**config.mk**
```make
export PLATFORM = sky130hd
export DESIGN_NAME = weighted_table_arbiter
export DESIGN_NICKNAME = d
export VERILOG_FILES = /design/src/rtl/weighted_table_arbiter.sv
export SDC_FILE = /design/constraint.sdc
export NUM_CORES = 1
export LEC_CHECK = 0
export ABC_AREA = 1
export CAP_MARGIN = 20
export CORE_MARGIN = 2
export CORE_UTILIZATION = 47
export DETAILED_ROUTE_END_ITERATION = 12
export PLACE_DENSITY = 0.95
export SLEW_MARGIN = 0
export SYNTH_ARGS = -nofsm -noshare
export SYNTH_HDL_FRONTEND = slang
export SYNTH_SLANG_ARGS = --single-unit
```
**constraint.sdc**
```tcl
create_clock -name clk -period 3.14 [get_ports clk]
set_clock_uncertainty 0.15 [all_clocks]
set_input_delay 0.628 -clock clk [delete_from_list [all_inputs] [get_ports clk]]
set_output_delay 0.628 -clock clk [all_outputs]
set_load 0.05 [all_outputs]
```
**src/rtl/weighted_table_arbiter.sv**
```systemverilog
// Weighted round-robin arbiter driven by a programmable slot table, with
// zero-weight slot skipping, credit forfeit on empty, and a bounded urgent override.
module weighted_table_arbiter #(
  parameter int QUEUE_QUANTITY = 4,
  parameter int TABLE_SIZE     = 8,
  parameter int MAX_WEIGHT     = 64,
  parameter int BUF_WIDTH      = 3,
  parameter int MAX_URGENT     = 4,
  localparam int QW = $clog2(QUEUE_QUANTITY),
  localparam int TW = $clog2(TABLE_SIZE),
  localparam int WW = $clog2(MAX_WEIGHT),
  localparam int CW = BUF_WIDTH + 1,
  localparam int UW = $clog2(MAX_URGENT + 1)
) (
  input  logic                         clk,
  input  logic                         rst,
  input  logic                         enb,
  input  logic [TABLE_SIZE*WW-1:0]     pesos,
  input  logic [TABLE_SIZE*QW-1:0]     selecciones,
  input  logic [QUEUE_QUANTITY-1:0]    buf_empty,
  input  logic [QUEUE_QUANTITY*CW-1:0] fifo_counter,
  input  logic [CW-1:0]                umbral_alto,
  output logic [QW-1:0]                selector,
  output logic                         selector_enb,
  output logic                         urgente,
  output logic [TW-1:0]                slot
);

  typedef enum logic [1:0] {IDLE, LOAD, SERVE} state_e;

  state_e        state_q, state_d;
  logic [WW-1:0] credit_q, credit_d;
  logic [QW-1:0] sel_q, sel_d;
  logic [UW-1:0] urg_cnt_q, urg_cnt_d;
  logic [TW-1:0] slot_q, slot_d;
  logic [QW-1:0] selector_q, selector_d;
  logic          selector_enb_q, selector_enb_d;
  logic          urgente_q, urgente_d;

  logic [WW-1:0] tbl_weight [TABLE_SIZE];
  logic [QW-1:0] tbl_queue  [TABLE_SIZE];
  logic [CW-1:0] occupancy  [QUEUE_QUANTITY];
  logic          urg_found;
  logic [QW-1:0] urg_queue;
  logic          urg_take;
  logic [TW-1:0] slot_next;
  logic          burst_empty;

  // Table/occupancy unpacking and urgent candidate search (lowest index wins).
  always_comb begin
    // NOTE: every signal gets a default before any branch so no latch is inferred.
    urg_found = 1'b0;
    urg_queue = '0;
    for (int i = 0; i < TABLE_SIZE; i++) begin
      tbl_weight[i] = pesos[i*WW +: WW];
      tbl_queue[i]  = selecciones[i*QW +: QW];
    end
    for (int q = 0; q < QUEUE_QUANTITY; q++) begin
      occupancy[q] = fifo_counter[q*CW +: CW];
    end
    for (int q = QUEUE_QUANTITY - 1; q >= 0; q--) begin
      if ((umbral_alto != '0) && (occupancy[q] >= umbral_alto) && !buf_empty[q]) begin
        urg_found = 1'b1;
        urg_queue = QW'(q);
      end
    end
  end

  // Urgent grants are capped so the table gets at least one cycle in MAX_URGENT+1.
  assign urg_take    = enb && (state_q != IDLE) && urg_found && (urg_cnt_q < UW'(MAX_URGENT));
  assign slot_next   = (slot_q == TW'(TABLE_SIZE - 1)) ? '0 : slot_q + 1'b1;
  assign burst_empty = buf_empty[sel_q];

  // State register and all datapath flops.
  always_ff @(posedge clk or negedge rst) begin
    if (!rst) begin
      state_q        <= IDLE;
      credit_q       <= '0;
      sel_q          <= '0;
      urg_cnt_q      <= '0;
      slot_q         <= '0;
      selector_q     <= '0;
      selector_enb_q <= 1'b0;
      urgente_q      <= 1'b0;
    end else begin
      // NOTE: non-blocking assignments so every flop samples pre-edge values.
      state_q        <= state_d;
      credit_q       <= credit_d;
      sel_q          <= sel_d;
      urg_cnt_q      <= urg_cnt_d;
      slot_q         <= slot_d;
      selector_q     <= selector_d;
      selector_enb_q <= selector_enb_d;
      urgente_q      <= urgente_d;
    end
  end

  // Next-state logic; an urgent grant leaves the table walk untouched.
  always_comb begin
    state_d = state_q;
    if (enb && !urg_take) begin
      case (state_q)
        IDLE:    state_d = LOAD;
        LOAD:    if (tbl_weight[slot_q] != '0) state_d = SERVE;
        SERVE:   if (burst_empty || (credit_q == WW'(1))) state_d = LOAD;
        default: state_d = IDLE;
      endcase
    end
  end

  // Grant, credit and slot updates.
  always_comb begin
    credit_d       = credit_q;
    sel_d          = sel_q;
    slot_d         = slot_q;
    urg_cnt_d      = urg_cnt_q;
    selector_d     = selector_q;
    selector_enb_d = 1'b0;
    urgente_d      = 1'b0;
    if (enb) begin
      if (urg_take) begin
        selector_d     = urg_queue;
        selector_enb_d = 1'b1;
        urgente_d      = 1'b1;
        urg_cnt_d      = urg_cnt_q + 1'b1;
      end else begin
        urg_cnt_d = '0;
        case (state_q)
          LOAD: begin
            sel_d = tbl_queue[slot_q];
            if (tbl_weight[slot_q] == '0) slot_d = slot_next;
            else                          credit_d = tbl_weight[slot_q];
          end
          SERVE: begin
            if (!burst_empty) begin
              selector_d     = sel_q;
              selector_enb_d = 1'b1;
              credit_d       = credit_q - 1'b1;
              if (credit_q == WW'(1)) slot_d = slot_next;
            end else begin
              // Work-conserving: an empty burst queue forfeits its remaining credit.
              credit_d = '0;
              slot_d   = slot_next;
            end
          end
          default: ;
        endcase
      end
    end
  end

  assign selector     = selector_q;
  assign selector_enb = selector_enb_q;
  assign urgente      = urgente_q;
  assign slot         = slot_q;

  a_queue_in_range: assert property (@(posedge clk) disable iff (!rst)
    (state_q == LOAD) |-> (int'(tbl_queue[slot_q]) < QUEUE_QUANTITY));

endmodule
```
# == Word-level counts from Yosys, hierarchy flattened ==
# Index checks and enable logic that the tools add are counted.
# word_totals
reg_bits,20
in_bits,91
out_inout_bits,7
elab_cells,97
# classes
addsub,3
order_cmp,7
eq_ne,10
mux,37
bitwise,2
n_reduce_logical,30
# op_table
op,count
6-bit 2-to-1 mux,4
2-bit 2-to-1 mux,11
6-bit binary-select mux with 3-bit select,1
4-bit >= comparator,4
3-bit 2-to-1 mux,5
1-bit logical AND,12
6-bit one-hot mux with 2 select lines,1
1-bit 2-to-1 mux,11
"2-bit inequality test, second input constant",5
3-bit AND reduction,3
"3-bit by 1-bit adder with 3-bit output, second input constant",2
2-bit binary-select mux with 3-bit select,1
"6-bit by 1-bit == test with 1-bit output, second input constant",1
6-bit logical NOT,1
2-bit one-hot mux with 3 select lines,1
3-bit one-hot mux with 2 select lines,1
2-bit nonzero test,3
6-bit nonzero test,1
"6-bit by 1-bit subtractor with 6-bit output, second input constant",1
1-bit logical NOT,5
5-bit AND reduction,1
"4-bit >= comparator, second input constant",1
3-bit NOT with 4-bit output,1
4-bit AND reduction,1
11 further kinds,11

# == Logic depth before layout (Yosys ltp) ==
# Gate-level depths: netlist (run 1).
# depth
depth_word,12
ltp_mapped,15
depth_no_buf,15

# == Worst setup path after synthesis (run 1) ==
# OpenSTA, ideal clock, no wires.
# synth_path
kind,input port to flip-flop
start,input umbral_alto[3]
end,register credit_q[1]
setup_ns,0.123
arrival_ns,2.094
required_time_ns,2.867
setup_slack_ns,0.773
path_stages,13
path_buffers,1
cell_sequence,inv_1 > ha_1 > nand2_1 > inv_1 > nand3_1 > nand3_1 > nand2_1 > nand2_1 > o21ai_2 > nand2_2 > buf_6 > o21ai_0 > nand2_1
# synth_via
elab_chain_cells,11
word_cells_on_any_way,21
cone_classes,order compare: 4; mux: 4; bitwise: 1; reduce/logical: 12
# synth_lines
element,line,rtl
"start, declared",22,"input logic [CW-1:0] umbral_alto,"
4-bit >= comparator / 4-bit nonzero test (equally long branches),62,if ((umbral_alto != '0) && (occupancy[q] >= umbral_alto) && !buf_empty[q]) begin
1-bit logical AND (2 in series),62,
1-bit 2-to-1 mux (3 in series),62,
1-bit 2-to-1 mux *,62,
1-bit logical AND * (2 in series),70,assign urg_take = enb && (state_q != IDLE) && urg_found && (urg_cnt_q < UW'(MAX_URGENT));
1-bit NOT (no source line) *,n/a,
4-bit AND reduction (no source line) *,n/a,
"end signal, assigned",88,credit_q <= credit_d;
"end, declared",32,"logic [WW-1:0] credit_q, credit_d;"
# Every way passes the cells marked *; elsewhere a longest branch is shown, timed or not.
# A chain may end at the register's enable or synchronous reset.

# == Final worst setup path (run 1) ==
# layout_path
start,input umbral_alto[2]
end,register slot_q[1] (netlist: slot[1])
# layout_via
elab_chain_cells,11
word_cells_on_any_way,21
cone_classes,order compare: 4; mux: 4; bitwise: 1; reduce/logical: 12
# layout_lines
element,line,rtl
4-bit >= comparator / 4-bit nonzero test (equally long branches),62,
1-bit logical AND (2 in series),62,
1-bit 2-to-1 mux (3 in series),62,
1-bit 2-to-1 mux *,62,
1-bit logical AND * (2 in series),70,
1-bit NOT (no source line) *,n/a,
5-bit AND reduction (no source line) *,n/a,
"end signal, assigned",91,slot_q <= slot_d;
"end, declared",35,"logic [TW-1:0] slot_q, slot_d;"
# Marked as above.

==> reports/results.ini, run 1 <==
[final_layout]
diodes=0
layout-drive-gt1-share_pct=4.97
num-fill-cells=371
nets=580
utilization_pct=70.8
area_growth_pct=44.9
final_cells=530

[min_path]
min_path_cells=2
hp-class=flop to flop

[drt]
totalWireLength_microns=6570
drtAntennaViolNets=0
vias=2727
dr.pass1.iters=5
viasPerCell=5.15
drt-initial-drc-count=203
drc=0
wire_per_inst_microns=12.4

[worst_setup_path]
startpoint=umbral_alto[2]
required_ns=3.14
crit_chain=clkdlybuf4s50_1, inv_1, ha_1, nand2_1, inv_1, nand3_1, nand3_1, nand2_1, nand2_1, nor2_1, nor2_1, nor2_1, nand3_2, nand2_1, nand2_1
critPathLaunchType=primary input
cp_max_fo=8
reg2reg_to=credit_q[4]
critPathKind=primary input to flop
timing.rr.start=slot[0]
reg2regPathDepth=12
critPathSlowestCell=clkdlybuf4s50_1
timing.critical_path.mode_cell=nand2_1
regToRegSetupSlack_ns=0.72
cpPeakStageDelay_ns=0.39
endpoint=slot[1]
critPathCaptureType=flop
cp.arrival_ns=2.82

[power]
power_switching_mw=1.15
cellPowerDensity_nw_per_um2=660
p_leak_nw=1.70
finalPower_mw=2.21
sequentialPowerShare_pct=22.6
swShare_pct=52.2
combPwrFrac_pct=69.8
p_int_mw=1.06
irDropWorstVdd_v=0.000379
p_clk_share_pct=7.6

[clock_tree]
cts_htree_levels=1
cts_hold_buf=0
clock_latency_ns=0.25
cts_root_buf=clkbuf_8
cts_setup_buffers=0
clk_pin_slew_worst_paths_ns=0.07
clock_path_buffers=2
cts_tree=yes
numCtsBuffers=3
cts_resized=0
cts_sinks=20

[timing]
fin_crit_sh_pct=89.8
slew_viol_final=0
setup_viol=0
finalSetupTns_ns=0
rsz0062_at_grt=no
tightest_slew_ns=0.888
fin_crit_ns=2.82
setup_slack_ns=0.320
finalHoldViolCount=0
fmax_mhz=355
slew_headroom_pct=40.6

[synthesis]
syn_area_sq_um=2310
synth_edf_count=0
synth_warnings=0
synth_cell_types=32
post-synth-top-count-cell=nand2_1
synth_simple_gate_area_share_pct=38.4
syn_area_per_cell_sq_um=6.22
synth_fa_ha_area_share_pct=13.0
synthesis.nets=486
synth_xor_area_share_pct=1.14
async_flop_share_pct=100
synth_commonest_cells=123 x nand2_1, 48 x inv_1, 37 x nor2_1
netlist_top_cells_area=dfrtp_1 22%, nand2_1 20%, ha_1 13%, inv_1 7.8%, nand3_1 6.1%
ys_ff_latch=20
synthMuxAreaShare_pct=0
synth-compound-area-share_pct=13.8
synth_top_family_by_area=simple AND/OR/NAND/NOR gates
synth_top_area_share_pct=21.7
ys.flop_type=dfrtp_1
synthCells=371
ys_seq_area_share_pct=21.7
yosysTopAreaCell=dfrtp_1

[global_routing]
grt_overflow=0
grt_usage_pct=24.6
grt_first_pass_wirelength_microns=10900
antenna_found_initial=0
grt_pass1_vias=2632
grt_max_degree=29

[flow_run]
drv_cap=0

[floorplan]
start_util_pct=48.9
coreArea_sq_um=4720
die_y_microns=74.1
rows=25
design.die.area_sq_um=5490
ioPinCount=98
dieWidth_microns=74.1

[place]
gp_congestion=0.867
numPortBuffers=97
place.detailed.hpwl_microns=5410
pre_cts_ws_ns=0.110
place_inst=527

[run_status]
outcome=complete, no violations

power by group through the flow:
stage                     sequential [mW]  combinational, mW  clock (mW)
after floorplan                     0.569               1.06           0
after global routing                0.515               1.74       0.180
after global placement              0.496               1.47           0
after CTS                           0.497               1.54       0.167
after detailed placement            0.501               1.53           0
final                               0.500               1.54       0.167
cell type report:
| cell class | count | area (sq um) | share of cell area [%] |
|---|---|---|---|
| clock buffers | 3 | 41.3 | 1.23 |
| inverters | 50 | 188 | 5.61 |
| multi-input cells | 289 | 1530 | 45.8 |
| flip-flops and latches | 20 | 500 | 15.0 |
| well taps | 67 | 83.8 | 2.51 |
| repair buffers | 101 | 1000 | 29.9 |
metrics by stage:
step                hold slack, ns  cell area, sq um
floorplan                    0.182              2310
global placement             0.329              3300
detailed placement           0.355              3300
CTS                          0.375              3350
global route                 0.389              3350
finish                       0.373              3350
how the worst min path moves through the flow:
stage,start,end,slack [ns]
final,selector[1],selector[1],0.37
after global routing,urg_cnt_q[1],urg_cnt_q[1],0.39
after CTS,urg_cnt_q[1],urg_cnt_q[1],0.38
after detailed placement,urg_cnt_q[1],urg_cnt_q[1],0.36
after global placement,selector[1],selector[1],0.33
after floorplan,rst,credit_q[0],0.18
layout by cell type (no fill, tap or decap), drive strengths merged:
master	instances
a21oi	13
nor2	41
dfrtp	20
nand4	5
inv	50
o22ai	5
a22o	2
a221oi	4
a31o	1
o21bai	2
a31oi	3
nand3	30
clkdlybuf4s50	97
nand2	126
and3	1
o32ai	1
or2	3
buf	4
ha	24
xor2	1
nor3	2
xnor2	2
clkbuf	3
o21ai	23
registers in the layout, indices dropped and copies added (netlist names):
name	count
credit_q	6
slot	3
urg_cnt_q	3
sel_q	2
selector	2
state_q	2
selector_enb	1
urgente	1
logic make-up (layout without fill, tap and decap cells):
group	Yosys count	after routing
xor gates and xnor gates	3	3
and+or+nand+nor	208	208
AOI/OAI and AO/OA	54	54
DFF	20	20
adders and majority gates	24	24
buffers and inverters	62	154
worst max-delay path: cells and delay by family:
family	cells	cell delay (ns)
buf+inv	3	0.67
simple gates	11	1.21
fa+ha+maj	1	0.30
routing by layer:
metal / part of all wire (%) / vias to the layer above / global-route usage [%]
met5: 0 / - / 0
met2: 50 / 108 / 43.5
met3: 6.1 / 19 / 3.25
met4: 2.6 / 0 / 8.89
li1: - / 1381 / -
met1: 41 / 1219 / 30.5
Note: power is estimated with default switching activity, not from simulation.
==> run 2, diff against run 1 <==
--- a/config.mk
+++ b/config.mk
@@ -10,6 +10,7 @@
 export CORE_MARGIN = 2
 export CORE_UTILIZATION = 47
 export DETAILED_ROUTE_END_ITERATION = 12
+export GPL_ROUTABILITY_DRIVEN = 0
 export PLACE_DENSITY = 0.95
 export SLEW_MARGIN = 0
 export SYNTH_ARGS = -nofsm -noshare
==> results of run 2 <==
The final DEF is identical to that of run 1; final timing and power are the same.
==> run 3, diff against run 2 <==
--- a/config.mk
+++ b/config.mk
@@ -11,7 +11,7 @@
 export CORE_UTILIZATION = 47
 export DETAILED_ROUTE_END_ITERATION = 12
 export GPL_ROUTABILITY_DRIVEN = 0
-export PLACE_DENSITY = 0.95
+export PLACE_DENSITY = 0.87
 export SLEW_MARGIN = 0
 export SYNTH_ARGS = -nofsm -noshare
 export SYNTH_HDL_FRONTEND = slang
==> reports/results.ini, run 3 (same netlist as run 1, synthesis figures left out) <==
[run_status]
outcome=complete, no violations  ; unchanged

[timing]
rsz0062_at_grt=no  ; unchanged
finalSetupTns_ns=0  ; unchanged
fin_crit_ns=2.78  ; was 2.82 ns
fin_hold_ws_ns=0.368  ; was 0.373 ns
setup_viol=0  ; unchanged
tightest_slew_ns=0.870  ; was 0.888 ns
finalHoldViolCount=0  ; unchanged
fin_crit_sh_pct=88.6  ; was 89.8%
slew_headroom_pct=41.8  ; was 40.6%
slew_viol_final=0  ; unchanged
fmax_mhz=360  ; was 355 MHz

[worst_setup_path]
required_ns=3.16  ; was 3.14 ns
cp.arrival_ns=2.80  ; was 2.82 ns
cpPeakStageDelay_ns=0.54  ; was 0.39 ns
reg2regPathDepth=13  ; was 12
timing.rr.start=slot[1]  ; was slot[0]
critPathKind=primary input to flop  ; unchanged
regToRegSetupSlack_ns=0.89  ; was 0.72 ns
timing.critical_path.mode_cell=nand2_1  ; unchanged
crit_chain=clkdlybuf4s50_1, inv_1, ha_1, inv_1, o21bai_1, nand2_1, nand3_1, nand2_1, nand2_1, nor2_1, nor2_1, nor2_1, nand3_2, nand2_1, nand2_1  ; was clkdlybuf4s50_1, inv_1, ha_1, nand2_1, inv_1, nand3_1, nand3_1, nand2_1, nand2_1, nor2_1, nor2_1, nor2_1, nand3_2, nand2_1, nand2_1
critPathCaptureType=flop  ; unchanged
cp_max_fo=4  ; was 8
critPathLaunchType=primary input  ; unchanged
reg2reg_to=credit_q[4]  ; unchanged
critPathSlowestCell=clkdlybuf4s50_1  ; unchanged

[final_layout]
largest_register_ffs=6  ; unchanged
nets=581  ; was 580
num-fill-cells=390  ; was 371
top_register=credit_q  ; unchanged
layout-drive-gt1-share_pct=5.38  ; was 4.97%
area_growth_pct=46.6  ; was 44.9%
utilization_pct=71.6  ; was 70.8%
final_cell_mix=123 x nand2_1, 97 x clkdlybuf4s50_1, 48 x inv_1, 37 x nor2_1, 28 x nand3_1  ; unchanged
layout_commonest_cell=nand2_1  ; unchanged
diodes=0  ; unchanged
final_cells=532  ; was 530

[floorplan]
start_util_pct=48.9  ; unchanged
rows=25  ; unchanged
design.die.area_sq_um=5490  ; unchanged
ioPinCount=98  ; unchanged
coreArea_sq_um=4720  ; unchanged
die_y_microns=74.1  ; unchanged
dieWidth_microns=74.1  ; unchanged

[drt]
viasPerCell=5.01  ; was 5.15
wire_per_inst_microns=11.9  ; was 12.4 microns
dr.pass1.iters=6  ; was 5
vias=2666  ; was 2727
drtAntennaViolNets=0  ; unchanged
drt-initial-drc-count=211  ; was 203
drc=0  ; unchanged
totalWireLength_microns=6310  ; was 6570 microns

[clock_tree]
cts_resized=0  ; unchanged
cts_root_buf=clkbuf_8  ; unchanged
cts_htree_levels=1  ; unchanged
clk_pin_slew_worst_paths_ns=0.08  ; was 0.07 ns
cts_tree=yes  ; unchanged
cts_setup_buffers=0  ; unchanged
clock_latency_ns=0.27  ; was 0.25 ns
numCtsBuffers=3  ; unchanged
cts_sinks=20  ; unchanged
cts_hold_buf=0  ; unchanged
clock_path_buffers=2  ; unchanged

[power]
p_leak_nw=1.72  ; was 1.70 nW
irDropWorstVdd_v=0.000330  ; was 0.000379 V
cellPowerDensity_nw_per_um2=680  ; was 660 nW/um^2
finalPower_mw=2.30  ; was 2.21 mW

[global_routing]
grt_overflow=0  ; unchanged
grt_usage_pct=23.7  ; was 24.6%
antenna_found_initial=0  ; unchanged
grt_pass1_vias=2581  ; was 2632
grt_first_pass_wirelength_microns=10500  ; was 10900 microns
grt_max_degree=29  ; unchanged

[flow_run]
drv_cap=0  ; unchanged

[min_path]
min_path_cells=2  ; unchanged
hp-class=flop to flop  ; unchanged
hp-start=selector[1]  ; unchanged
holdPathEnd=selector[1]  ; unchanged

[place]
numPortBuffers=97  ; unchanged
place.detailed.hpwl_microns=5140  ; was 5410 microns
place_inst=528  ; was 527

-- run 3: cell types whose count changed in the layout (fill, tap and decap cells not counted), sizes merged --
cell	before	now
bufinv	0	1
buf	4	5
-- run 3: stage by stage --
stage | area [sq um] | worst slack [ns]
global route | 3380 | 0.169
global placement | 3310 | 0.222
floorplan | 2310 | 0.773
detailed placement | 3310 | 0.104
finish | 3380 | 0.358
CTS | 3380 | 0.388
-- run 3: power breakdown --
| group | switching, mW | total, mW | internal [mW] |
|---|---|---|---|
| clock network | 0.0979 | 0.269 | 0.171 |
| registers | 0.115 | 0.481 | 0.367 |
| logic | 0.941 | 1.55 | 0.611 |
-- run 3: layout make-up --
type / count / area, sq um / share of cell area (%)
sequential: 20 / 500 / 14.8
tap: 67 / 83.8 / 2.48
clock buffer: 3 / 41.3 / 1.22
timing repair buffer: 102 / 1010 / 29.8
inverter: 50 / 188 / 5.55
multi-input combinational: 289 / 1530 / 45.3
clock inverter: 1 / 30.0 / 0.888
-- run 3: worst max-delay path by stage --
stage          depth (start not counted)           to  slack [ns]      startpoint
2_1_floorplan                         13  credit_q[1]        0.77  umbral_alto[3]
3_3_place_gp                          15      slot[2]        0.22  umbral_alto[1]
3_5_place_dp                          15      slot[1]        0.10  umbral_alto[1]
4_1_cts                               15      slot[1]        0.39  umbral_alto[1]
5_1_grt                               15      slot[2]        0.17  umbral_alto[1]
6_report                              15      slot[0]        0.36  umbral_alto[1]
-- run 3: layer usage --
metal  wire (microns)  global-route usage (%)  vias up  part of all wire (%)
li1                 -                       -     1388                     -
met4               83                    8.08        0                   1.3
met3              410                    3.12        9                   6.5
met5                0                       0        -                     0
met1             2750                    30.3     1166                    44
met2             3060                    41.2      103                    49
-- run 3: worst max-delay path: cells and delay by family --
| family | cells | cell delay (ns) |
|---|---|---|
| AOI/OAI and AO/OA | 1 | 0.06 |
| buffers and inverters | 3 | 0.74 |
| adders and majority gates | 1 | 0.31 |
| and+or+nand+nor | 10 | 1.05 |
==> RTL change 1, RTL diff (settings of run 1) <==
Change the parameter `BUF_WIDTH` from 3 to 6.
--- a/src/rtl/weighted_table_arbiter.sv
+++ b/src/rtl/weighted_table_arbiter.sv
@@ -4,7 +4,7 @@
   parameter int QUEUE_QUANTITY = 4,
   parameter int TABLE_SIZE     = 8,
   parameter int MAX_WEIGHT     = 64,
-  parameter int BUF_WIDTH      = 3,
+  parameter int BUF_WIDTH      = 6,
   parameter int MAX_URGENT     = 4,
   localparam int QW = $clog2(QUEUE_QUANTITY),
   localparam int TW = $clog2(TABLE_SIZE),
Interface: changed (resized fifo_counter and umbral_alto); port bits go from 98 to 113. No check against the original RTL was run, so the function may have changed too.
==> RTL change 1 against run 1 <==
  * Sequential cell count unchanged
  * Core utilization shrank 0.58 points
  * Sequential share of layout area down 1.8 points
  * Worst setup slack better by 0.084 ns
  * Power rose by 5.9%
  * Routed wire length is 16% higher
  * Final area rose by 14%
  * Synthesized area up 12%
==> RTL change 1: results (changes against run 1) <==
metric	value	unit	change
Placed Cells	597		was 527
DPL Wire Length	6223	µm	was 5407 µm
Worst Path Arrival	2.74	ns	was 2.82 ns
synth unique cells	28		was 32
DRC viols	0		unchanged
top_reg_cell synth	dfrtp_1		unchanged
first-pass GRT wire length	12840	µm	was 10920 µm
# H-tree levels	1		unchanged
fillers	436		was 371
status	finished, final reports clean		unchanged
largest net degree at the start of global routing	31		was 29
Mapped Nets	565		was 486
Max stage delay on crit path	0.45	ns	was 0.39 ns
1st-pass router iterations	5		unchanged
Synth Area in Compound Gates	11.02	%	was 13.82%
post_cts resized	0		unchanged
Cells after Synth	423		was 371
hold buffer count at CTS	0		unchanged
clock root buffer	clkbuf_8		unchanged
critical-path maximum fanout	8		unchanged
Area contributors post-synth	nand2_1 (22%), dfrtp_1 (19%), ha_1 (17%)		was dfrtp_1 (22%), nand2_1 (20%), ha_1 (13%)
clock buffer depth	2		unchanged
Synth top cells by count	nand2_1 (149), inv_1 (53), nor2_1 (49)		was nand2_1 (123), inv_1 (48), nor2_1 (37)
vias per cell	5.236		was 5.145
number of port buffers	112		was 97
Setup WS pre-CTS	0.1533	ns	was 0.1100 ns
Yosys top cell area share	21.60	%	was 21.68%
routability-driven placement congestion ratio	0.8808		was 0.8665
nets@finish	672		was 580
number of setup buffers added after CTS	0		unchanged
vias in the first global route	3062		was 2632
worst vdd ir	0.0004270	V	was 0.0003793 V
post-synthesis adder-cell area fraction	17.40	%	was 13.01%
layout cells sized above 1	3.781	%	was 4.968%
post-synthesis xor/xnor area fraction	1.353	%	was 1.138%
drt total wl	7632	µm	was 6567 µm
vias post-DR	3147		was 2727
register area share after synthesis	19.33	%	was 21.68%
Max-Slew Margin vs Limit	41.72	%	was 40.62%
CP max stage cell	clkdlybuf4s50_1		unchanged
Pleak	1.943	nW	was 1.705 nW
iteration-0 DRC count of the detailed router	174		was 203
worst skew pair latency	0.26	ns	
Tot GR Track Use	25.18	%	was 24.59%
Finish-stage setup viols	0		unchanged
[RTL change 1: metrics by stage]
stage          instance area, µm²  utilization (%)  power (mW)
2_1_floorplan                2589                -       1.646
5_1_grt                      3797            70.25       2.553
4_1_cts                      3797            70.25       2.328
6_report                     3797            70.25       2.340
3_5_place_dp                 3726            68.94       2.049
3_3_place_gp                 3726            68.94       1.977
[RTL change 1: power breakdown]
group	leakage, nW	internal [mW]	total (mW)	switching, mW
Clock	0.0357	0.170	0.261	0.0911
Sequential	0.254	0.370	0.519	0.149
Combinational	1.65	0.619	1.56	0.941
[RTL change 1: final cells by class]
cell class | count | area share (%)
Multi-Input combinational cell | 336 | 47.22
Clock inverter | 1 | 0.7908
Inverter | 55 | 5.437
Clock buffer | 3 | 1.087
Timing Repair Buffer | 114 | 29.92
Tap cell | 72 | 2.372
Sequential cell | 20 | 13.18
[RTL change 1: final timing paths]
path / startpoint / endpoint / slack, ns / cells past startpoint
min in group asynchronous: rst / credit_q[0] / 0.71 / 1
worst min-delay path: selector[1] / selector[1] / 0.37 / 2
worst min register to register: selector[1] / selector[1] / 0.37 / 2
max in group asynchronous: rst / selector[0] / 1.60 / 1
worst max-delay path: umbral_alto[5] / sel_q[1] / 0.40 / 15
worst max register to register: slot[0] / slot[2] / 0.77 / 13
[RTL change 1: per-layer routing]
| layer | vias up | global-route usage, % | part of all wire, % |
|---|---|---|---|
| met5 | - | 0 | 0 |
| met4 | 0 | 6.140 | 1.8 |
| met3 | 18 | 4.253 | 7.0 |
| met2 | 135 | 48.79 | 51 |
| met1 | 1431 | 28.36 | 40 |
| li1 | 1563 | - | - |
[RTL change 1: tightest hold or removal path, delay by kind of cell (launching register included)]
| family | cells | cell delay, ns |
|---|---|---|
| DFF | 1 | 0.36 |
| and+or+nand+nor | 2 | 0.14 |
==> RTL change 2, RTL diff (flow settings as in run 1) <==
Made on the original files. Encoding of `state_e`: now one-hot (3 bits for 3 states).
--- a/src/rtl/weighted_table_arbiter.sv
+++ b/src/rtl/weighted_table_arbiter.sv
@@ -26,7 +26,7 @@
   output logic [TW-1:0]                slot
 );
 
-  typedef enum logic [1:0] {IDLE, LOAD, SERVE} state_e;
+  typedef enum logic [2:0] {IDLE = 3'b001, LOAD = 3'b010, SERVE = 3'b100} state_e;
 
   state_e        state_q, state_d;
   logic [WW-1:0] credit_q, credit_d;
Formal check against the unedited RTL: same outputs for any inputs over 4 cycles, from zero or initial values and one cycle with rst low; so few cycles prove little.
==> RTL change 2 against run 1 <==
  * Synthesized area up 0.54%
  * Largest cell class unchanged
  * Sequential cell count increased by 1
  * Combinational power is 4% lower
  * Routed wire length is 0.47% lower
  * Power is 1.5% lower
  * Cell count grew 2.3%
  * Worst setup slack gained 0.0045 ns
  * Final area up 1.1%
  * Register-to-register slack got worse by 0.07 ns
  * Fmax rose by 0.16%
  * Synthesized cell count up 2.2%
  * Highest routed layer unchanged
==> RTL change 2: results (changes against run 1) <==
metric	value	unit	change
worst vdd ir	0.0005006	V	was 0.0003793 V
post-synthesis xor/xnor area fraction	1.509	%	was 1.138%
GR Layer Usage met3	4.607	%	was 3.252%
Area contributors post-synth	nand2_1 (22%), dfrtp_1 (22%), ha_1 (11%)		was dfrtp_1 (22%), nand2_1 (20%), ha_1 (13%)
bufs w/o clock	102		was 101
hold path startpoint	sel_q[1]		was selector[1]
DPL Wire Length	5290	µm	was 5407 µm
iteration-0 DRC count of the detailed router	130		was 203
inverter count	47		was 50
post-synthesis adder-cell area fraction	11.32	%	was 13.01%
first-pass GRT wire length	10710	µm	was 10920 µm
fin worst setup slack	0.3240	ns	was 0.3195 ns
Reg area	526.8	µm²	was 500.5 µm²
R2R depth	13		was 12
fillers	418		was 371
nets@finish	588		was 580
Tot GR Track Use	24.25	%	was 24.59%
multi-input combinational area share	45.54	%	was 45.77%
Cell Area, Placed	3336	µm²	was 3304 µm²
Reg2Reg Setup Slack	0.65	ns	was 0.72 ns
combinational power	1.48	mW	was 1.54 mW
layout cells sized above 1	5.263	%	was 4.968%
register area share after synthesis	22.70	%	was 21.68%
Final clock-cell share	1.369	%	was 1.234%
status	finished, final reports clean		unchanged
Mapped Nets	491		was 486
1st-pass router iterations	4		was 5
average cell area after synthesis	6.124	µm²	was 6.222 µm²
synth unique cells	30		was 32
Reg-to-Reg End	credit_q[2]		was credit_q[4]
flops & latches, synth	21		was 20
drt total wl	6536	µm	was 6567 µm
met1 usage	27.35	%	was 30.54%
-- RTL change 2: changes by cell type after synthesis, moves of 2 or more --
cell	change
o21ai_0	+8
nor2_4	-3
nand2_1	+12
nor2_2	+2
inv_1	-3
ha_1	-3
o21ai_1	-2
-- RTL change 2: metal layers --
layer	routed length [µm]	part of all wire (%)
met1	2690	41
met2	3142	48
met3	610	9.3
met4	92	1.4
met5	0	0
-- RTL change 2: stage by stage --
| step | hold slack [ns] | instances | utilization [%] | power, mW |
|---|---|---|---|---|
| 2_1_floorplan | 0.1824 | 379 | - | 1.600 |
| 3_3_place_gp | 0.3143 | 538 | 70.16 | 1.956 |
| 3_5_place_dp | 0.3264 | 538 | 70.16 | 1.995 |
| 4_1_cts | 0.3519 | 542 | 71.13 | 2.182 |
| 5_1_grt | 0.3750 | 542 | 71.13 | 2.407 |
| 6_report | 0.3425 | 542 | 71.13 | 2.177 |
